[config.mk]
export PLATFORM = sky130hd
export DESIGN_NAME = spad_port_arbiter
export DESIGN_NICKNAME = d
export VERILOG_FILES = /design/src/rtl/spad_arb_pkg.sv /design/src/rtl/spad_rd_tag_pipe.sv /design/src/rtl/spad_port_arbiter.sv
export SDC_FILE = /design/constraint.sdc
export NUM_CORES = 1
export LEC_CHECK = 0
export ABC_AREA = 1
export CAP_MARGIN = 30
export CORE_AREA = 2 2 125 127
export CTS_CLUSTER_DIAMETER = 150
export DETAILED_ROUTE_END_ITERATION = 12
export DIE_AREA = 0 0 127 129
export GPL_ROUTABILITY_DRIVEN = 0
export SLEW_MARGIN = 20
export SYNTH_ARGS = -nofsm -noshare
export SYNTH_HDL_FRONTEND = slang
export SYNTH_SLANG_ARGS = --single-unit
[constraint.sdc]
create_clock -name clk_ctrl -period 2.45 [get_ports clk_ctrl]
set_input_delay 0.49 -clock clk_ctrl [delete_from_list [all_inputs] [get_ports clk_ctrl]]
set_output_delay 0.49 -clock clk_ctrl [all_outputs]
set_load 0.005 [all_outputs]
[src/rtl/spad_arb_pkg.sv]
// Shared types for the scratchpad port arbiter.
//   arb_state_e : port either free for round-robin or reserved by a burst owner
//   owner_e     : which requester (A = NoC memory manager, B = core/AXI side)
//   rd_tag_t    : read-return tag carried alongside the memory read latency
package spad_arb_pkg;

    typedef enum logic {ARB_IDLE, ARB_LOCKED} arb_state_e;

    typedef enum logic {OWN_A, OWN_B} owner_e;

    typedef struct packed {
        logic   vld;
        owner_e own;
    } rd_tag_t;

    localparam int STALL_W = 16;

    function automatic owner_e other_of(input owner_e o);
        return (o == OWN_A) ? OWN_B : OWN_A;
    endfunction

endpackage

[src/rtl/spad_rd_tag_pipe.sv]
// Read-return tag delay line: DEPTH stages of rd_tag_t, so the tag leaves the
// pipe in the same cycle the memory presents the matching read data.
//   clk_ctrl          : clock
//   clk_ctrl_rst_low  : asynchronous active-low reset, empties the pipe
//   tag_i             : tag for the beat accepted this cycle
//   tag_o             : tag whose read data is on mem_dout this cycle
module spad_rd_tag_pipe
    import spad_arb_pkg::*;
#(
    parameter int DEPTH = 1
) (
    input  logic    clk_ctrl,
    input  logic    clk_ctrl_rst_low,
    input  rd_tag_t tag_i,
    output rd_tag_t tag_o
);

    rd_tag_t [DEPTH-1:0] stage_q;

    // NOTE: only the tags need reset -- clearing their valid bits is what drops
    // in-flight reads; the memory data path itself is never reset.
    always_ff @(posedge clk_ctrl or negedge clk_ctrl_rst_low) begin
        if (!clk_ctrl_rst_low) begin
            stage_q <= '0;
        end else begin
            stage_q[0] <= tag_i;
            for (int i = DEPTH - 1; i > 0; i--) begin
                stage_q[i] <= stage_q[i-1];
            end
        end
    end

    assign tag_o = stage_q[DEPTH-1];

endmodule

[src/rtl/spad_port_arbiter.sv]
// Shares one scratchpad SRAM port between requester A (NoC decoder memory
// manager) and requester B (core/AXI). Round-robin per cycle, optional burst
// lock bounded by MAX_HOLD, read data steered back to its issuer RD_LAT later.
//   clk_ctrl, clk_ctrl_rst_low        : clock, async active-low reset
//   a_/b_valid, lock, addr, wdata, wstrb : request beat (wstrb 1 = write)
//   a_/b_ready                        : same-cycle grant
//   a_/b_rvalid, rdata                : read return, rdata 0 when not valid
//   mem_en, mem_we, mem_addr, mem_din : memory command, mem_dout read data
//   stall_cnt                         : saturating count of stalled request-cycles
module spad_port_arbiter
    import spad_arb_pkg::*;
#(
    parameter int ADDR_W    = 32,
    parameter int BW        = 32,
    parameter int OFFSET_SZ = 12,
    parameter int MAX_HOLD  = 16,
    parameter int RD_LAT    = 1
) (
    input  logic               clk_ctrl,
    input  logic               clk_ctrl_rst_low,
    input  logic               a_valid,
    input  logic               a_lock,
    input  logic [ADDR_W-1:0]  a_addr,
    input  logic [BW-1:0]      a_wdata,
    input  logic               a_wstrb,
    output logic               a_ready,
    output logic               a_rvalid,
    output logic [BW-1:0]      a_rdata,
    input  logic               b_valid,
    input  logic               b_lock,
    input  logic [ADDR_W-1:0]  b_addr,
    input  logic [BW-1:0]      b_wdata,
    input  logic               b_wstrb,
    output logic               b_ready,
    output logic               b_rvalid,
    output logic [BW-1:0]      b_rdata,
    output logic               mem_en,
    output logic               mem_we,
    output logic [ADDR_W-1:0]  mem_addr,
    output logic [BW-1:0]      mem_din,
    input  logic [BW-1:0]      mem_dout,
    output logic [STALL_W-1:0] stall_cnt
);

    localparam int                HOLD_W   = $clog2(MAX_HOLD + 1);
    localparam logic [HOLD_W-1:0] HOLD_MAX = HOLD_W'(MAX_HOLD);
    localparam logic [HOLD_W-1:0] HOLD_ONE = HOLD_W'(1);

    arb_state_e           state_q, state_d;
    owner_e               owner_q, owner_d;
    owner_e               prio_q, prio_d;
    logic [HOLD_W-1:0]    hold_q, hold_d;
    logic [STALL_W-1:0]   stall_q, stall_d;

    logic                 grant_a, grant_b, accept, forced;
    logic                 owner_valid, other_valid;
    owner_e               winner;
    logic                 win_lock, win_write;
    logic [OFFSET_SZ-1:0] win_offset;
    logic [BW-1:0]        win_wdata;

    // NOTE: every signal written here gets a default first, so no path through
    // the block leaves one unassigned and no latch is inferred.
    always_comb begin
        grant_a     = 1'b0;
        grant_b     = 1'b0;
        forced      = 1'b0;
        state_d     = state_q;
        owner_d     = owner_q;
        prio_d      = prio_q;
        hold_d      = hold_q;
        owner_valid = (owner_q == OWN_A) ? a_valid : b_valid;
        other_valid = (owner_q == OWN_A) ? b_valid : a_valid;

        // Grants are combinational, so they are masked explicitly while reset
        // is held to keep every output at 0.
        if (clk_ctrl_rst_low) begin
            unique case (state_q)
                ARB_IDLE: begin
                    if (a_valid && (!b_valid || prio_q == OWN_A)) grant_a = 1'b1;
                    else if (b_valid)                             grant_b = 1'b1;
                end
                ARB_LOCKED: begin
                    if (hold_q != HOLD_MAX) hold_d = hold_q + HOLD_ONE;
                    // Owner has had its bounded hold; a waiting peer takes over.
                    if (hold_q == HOLD_MAX && other_valid) begin
                        forced  = 1'b1;
                        grant_a = (owner_q == OWN_B);
                        grant_b = (owner_q == OWN_A);
                    end else if (owner_valid) begin
                        grant_a = (owner_q == OWN_A);
                        grant_b = (owner_q == OWN_B);
                    end
                end
                default: ;
            endcase
        end

        winner     = grant_b ? OWN_B : OWN_A;
        win_lock   = grant_b ? b_lock : a_lock;
        win_write  = grant_b ? b_wstrb : a_wstrb;
        win_offset = grant_b ? b_addr[OFFSET_SZ-1:0] : a_addr[OFFSET_SZ-1:0];
        win_wdata  = grant_b ? b_wdata : a_wdata;

        if (grant_a || grant_b) begin
            if (win_lock) begin
                // A locked owner continuing its burst just keeps counting.
                if (state_q == ARB_IDLE || forced) begin
                    state_d = ARB_LOCKED;
                    owner_d = winner;
                    hold_d  = HOLD_ONE;
                end
            end else begin
                state_d = ARB_IDLE;
                hold_d  = '0;
            end
            // Priority passes to the peer after any unlocked beat, and back to
            // the evicted owner after a forced release.
            if (!win_lock || forced) prio_d = other_of(winner);
        end
    end

    assign accept = grant_a | grant_b;

    // Saturating add of up to two stalled requesters per cycle.
    logic [1:0]       stall_inc;
    logic [STALL_W:0] stall_sum;
    assign stall_inc = {1'b0, a_valid && !grant_a} + {1'b0, b_valid && !grant_b};
    assign stall_sum = {1'b0, stall_q} + {{(STALL_W - 1){1'b0}}, stall_inc};
    assign stall_d   = stall_sum[STALL_W] ? '1 : stall_sum[STALL_W-1:0];

    // NOTE: sequential state uses non-blocking assignments only, so every
    // register samples the pre-edge value of its peers.
    always_ff @(posedge clk_ctrl or negedge clk_ctrl_rst_low) begin
        if (!clk_ctrl_rst_low) begin
            state_q <= ARB_IDLE;
            owner_q <= OWN_A;
            prio_q  <= OWN_A;
            hold_q  <= '0;
            stall_q <= '0;
        end else begin
            state_q <= state_d;
            owner_q <= owner_d;
            prio_q  <= prio_d;
            hold_q  <= hold_d;
            stall_q <= stall_d;
        end
    end

    assign a_ready   = grant_a;
    assign b_ready   = grant_b;
    assign mem_en    = accept;
    assign mem_we    = accept && win_write;
    assign mem_addr  = accept ? {{(ADDR_W - OFFSET_SZ){1'b0}}, win_offset} : '0;
    assign mem_din   = accept ? win_wdata : '0;
    assign stall_cnt = stall_q;

    // Upper address bits are deliberately discarded by the offset mask.
    logic unused_addr_hi;
    assign unused_addr_hi = ^{a_addr[ADDR_W-1:OFFSET_SZ], b_addr[ADDR_W-1:OFFSET_SZ]};

    rd_tag_t tag_in, tag_out;
    assign tag_in = '{vld: accept && !win_write, own: winner};

    spad_rd_tag_pipe #(.DEPTH(RD_LAT)) u_rd_tag_pipe (
        .clk_ctrl         (clk_ctrl),
        .clk_ctrl_rst_low (clk_ctrl_rst_low),
        .tag_i            (tag_in),
        .tag_o            (tag_out)
    );

    assign a_rvalid = tag_out.vld && (tag_out.own == OWN_A);
    assign b_rvalid = tag_out.vld && (tag_out.own == OWN_B);
    assign a_rdata  = a_rvalid ? mem_dout : '0;
    assign b_rdata  = b_rvalid ? mem_dout : '0;

endmodule

==> metrics.md, run 1 <==
| Metric | Value |
|---|---|
| Status | finished, violations left |
| Failing checks | negative setup slack |
| Int Power | 2.60 mW |
| CP Max Fanout | 4 |
| Mapped cell area | 2470 sq um |
| Dominant cell type by area after synthesis | dfrtp_1 |
| Area Overhead vs Synth | 143% |
| Psw | 1.54 mW |
| Root Driver | clkbuf_16 |
| Sequential power share | 16.6% |
| Initial antenna violation count | 2 |
| Setup WS pre-CTS | -0.619 ns |
| Final setup vio count | 63 |
| Io pins | 318 |
| Bufs on Longest Clock Path | 2 |
| Row count | 45 |
| Post-synth EDFFs | 0 |
| Final hold violation count | 0 |
| Pins Over Slew Limit | 0 |
| DRT iter0 DRCs | 124 |
| Critical Path Source Type | flip-flop |
| Average routed wire per standard cell | 14.5 um |
| Gate power share | 74.7% |
| P_leak | 2.91 nW |
| Clk_lat worst skew | 0.26 ns |
| Htree depth | 1 |
| Gr ovfl total | 0 |
| CP Class | flip-flop to flip-flop |
| Synth warn | 0 |
| Final WS setup | -0.201 ns |
| DRC violations left | 0 |
| RSZ-0062 raised after global routing | true |
| Hold_buf cts | 0 |
| Post-DR vias/cell | 4.13 |
| Nets | 859 |
| Total CTS buffers | 3 |
| Max_cap viols | 0 |
| Mapped Avg Cell Area | 6.83 sq um |
| Total GRT Usage | 14.0% |
| Switching Share | 37.2% |
| Core area | 15,000 sq um |
| TNS Setup | -7.49 ns |
| Power Density | 690 nW/um^2 |
| Final Cycle Share | 108% |
| DRT Pass-1 Iters | 4 |
| Top cells by area, synth | dfrtp_1 (26%), a22o_1 (16%), nor2_1 (11%) |
| Die area | 16,400 sq um |
| Clock transition at path regs | 0.07 ns |
| Critical path's largest stage delay | 0.39 ns |
| CP Cell Sequence | inv_2 > ha_4 > nand2_4 > inv_4 > nand3_2 > nand3_2 > nand2_2 > nand2_4 > buf_6 > nand2_4 > fa_2 > inv_2 > ha_4 > nand3_4 > nor3_4 > nand3_2 > nor3b_2 > nand2_1 > nand3_1 |
| Starting Density | 16.5% |
| Leading cell types by count after synthesis | nor2_1 (71), nand2_1 (58), inv_1 (54) |
| Count leader, synth | nor2_1 |
| FF/Latch Area | 651 sq um |
| Minimum clock period after layout | 2.65 ns |
| Cell area after layout | 6010 sq um |
| Crit path max-delay cell type | dfrtp_1 |
| Worst Hold Class | input pin to async pin |
| Routed Antenna Nets | 0 |
| Seq/Total Area, Yosys | 26.3% |
| Unique masters post-synth | 36 |
| First-pass GRT wire length | 18,300 um |
| Vias | 3,616 |
| Async S/R FF share, synth | 100% |
| Detailed Route WL | 12,700 um |
| Multi-input logic area | 1580 sq um |
| Share of the synthesized area in the top cell type | 26.3% |
| Vias in the first global route | 3,436 |
| Critical path's top delay family | simple AND/OR/NAND/NOR gates |
| Worst EP required | 2.64 ns |
| Die Span X | 127 um |
| Final Skew | 0.00523 ns |
| CP arrival | 2.85 ns |
| DP Area | 5470 sq um |
| Share of cells above drive strength 1 | 25.4% |
| I/O Buffers | 257 |
| Min Hold Slack | 0.401 ns |
| Largest net degree at the start of global routing | 34 |
| CTS tree | yes |
| Max frequency | 377 MHz |
| Fillcell total | 1,531 |
| #FFs+latches synth | 26 |
| Final HPWL DP | 10,400 um |
| CP bufs+invs | 4 |
| Die height | 129 um |
| Clock network fraction of total power | 8.7% |
| Clk sinks | 26 |
| Setup crit end kind | flip-flop |
| Top FF cell, synth | dfrtp_1 |
| Post-synthesis cell count | 362 |
| Maximum vdd drop | 0.000501 V |
==> routing by layer <==
layer | vias to the layer above | track usage, % | routed length (um)
met2 | 166 | 24.7 | 6390
met5 | - | 0 | 0
met4 | 0 | 3.17 | 167
li1 | 1770 | - | -
met3 | 13 | 1.95 | 812
met1 | 1667 | 18.3 | 5360
==> flip-flops by register name, summed over array words and instances (netlist names) <==
| register | count |
|---|---|
| prio_q | 1 |
| u_rd_tag_pipe.tag_o | 2 |
| hold_q | 5 |
| owner_q | 1 |
| state_q | 1 |
| stall_cnt | 16 |
==> power by group through the flow <==
stage | combinational, mW | clock [mW] | sequential, mW
final | 3.09 | 0.362 | 0.687
after global routing | 3.36 | 0.389 | 0.706
after CTS | 2.97 | 0.376 | 0.687
after detailed placement | 2.66 | 0 | 0.692
after global placement | 2.63 | 0 | 0.690
after floorplan | 1.11 | 0 | 0.676
==> layout by cell type (no fill, tap or decap), types with 2 or more instances in the layout <==
cell type and count:
o21ai_2 2, nor3_2 2, o21a_1 2, conb_1 20, clkinv_8 2, nor2_1 69
xnor2_1 2, nand3_2 5, nand4_1 2, diode_2 2, clkdlybuf4s50_1 206, nor2_2 2
buf_8 3, buf_4 51, a22o_1 43, dlygate4sd2_1 4, inv_2 4, buf_2 42
nand3_1 9, buf_6 18, nor2_4 2, o21ai_0 3, buf_12 4, buf_16 6
nand2_4 6, nand2_1 50, clkbuf_16 3, nor3_1 3, inv_1 51, dfrtp_1 26
a21oi_1 3, xor2_1 9, ha_4 2, a21oi_2 4, nand2_2 6
==> through the flow <==
step                total power [mW]  util [%]  std cells
global route                    4.45      40.1        874
floorplan                       1.79         -        381
detailed placement              3.36      36.5        826
finish                          4.14      40.1        875
global placement                3.32      36.5        826
CTS                             4.03      38.9        862
==> final timing paths <==
kind / from / cells after the start / slack [ns] / to
min in group clk_ctrl: stall_cnt[15] / 2 / 0.54 / stall_cnt[15]
worst max-delay path: hold_q[1] / 19 / -0.20 / stall_cnt[15]
worst max register to register: hold_q[1] / 19 / -0.20 / stall_cnt[15]
worst min register to register: stall_cnt[15] / 2 / 0.54 / stall_cnt[15]
worst min-delay path: clk_ctrl_rst_low / 2 / 0.40 / stall_cnt[3]
max in group asynchronous: clk_ctrl_rst_low / 2 / 1.82 / stall_cnt[4]
==> final cells by class <==
class	count	area share [%]
Inverter	59	4.14
Antenna cell	2	0.0833
Sequential cell	26	10.8
Clock buffer	3	1.25
Timing Repair Buffer	337	53.4
Tap cell	188	3.92
Multi-Input combinational cell	260	26.3
==> logic make-up (layout without fill, tap and decap cells) <==
family / after synthesis / after routing / share of synthesized area [%]
compound gates: 61 / 61 / 19.6
flops: 26 / 26 / 26.3
fa+ha+maj: 4 / 4 / 2.33
simple gates: 164 / 164 / 28.4
xor+xnor: 11 / 11 / 3.90
other cells: 1 / 22 / 0.152
buf+inv: 95 / 399 / 19.3
==> timing repair <==
item / 4_1_cts / 5_1_grt
endpoints found under the setup margin: 64 / 67
gates cloned: 7 / 0
setup buffers: 26 / 11
resized for setup: 230 / 25
pin swaps: 20 / 18
Note: power is estimated with default switching activity, not from simulation.
==> inputs of run 2 (changes only) <==
Settings changed: CTS_CLUSTER_DIAMETER 150 to 100, SLEW_MARGIN 20 to unset.
==> results of run 2 <==
The final DEF is identical to that of run 1; final timing and power are the same.
==> inputs of run 3 (changes only) <==
Settings changed: SLEW_MARGIN set to 15.
==> results of run 3 <==
The final DEF is identical to that of run 1; final timing and power are the same.
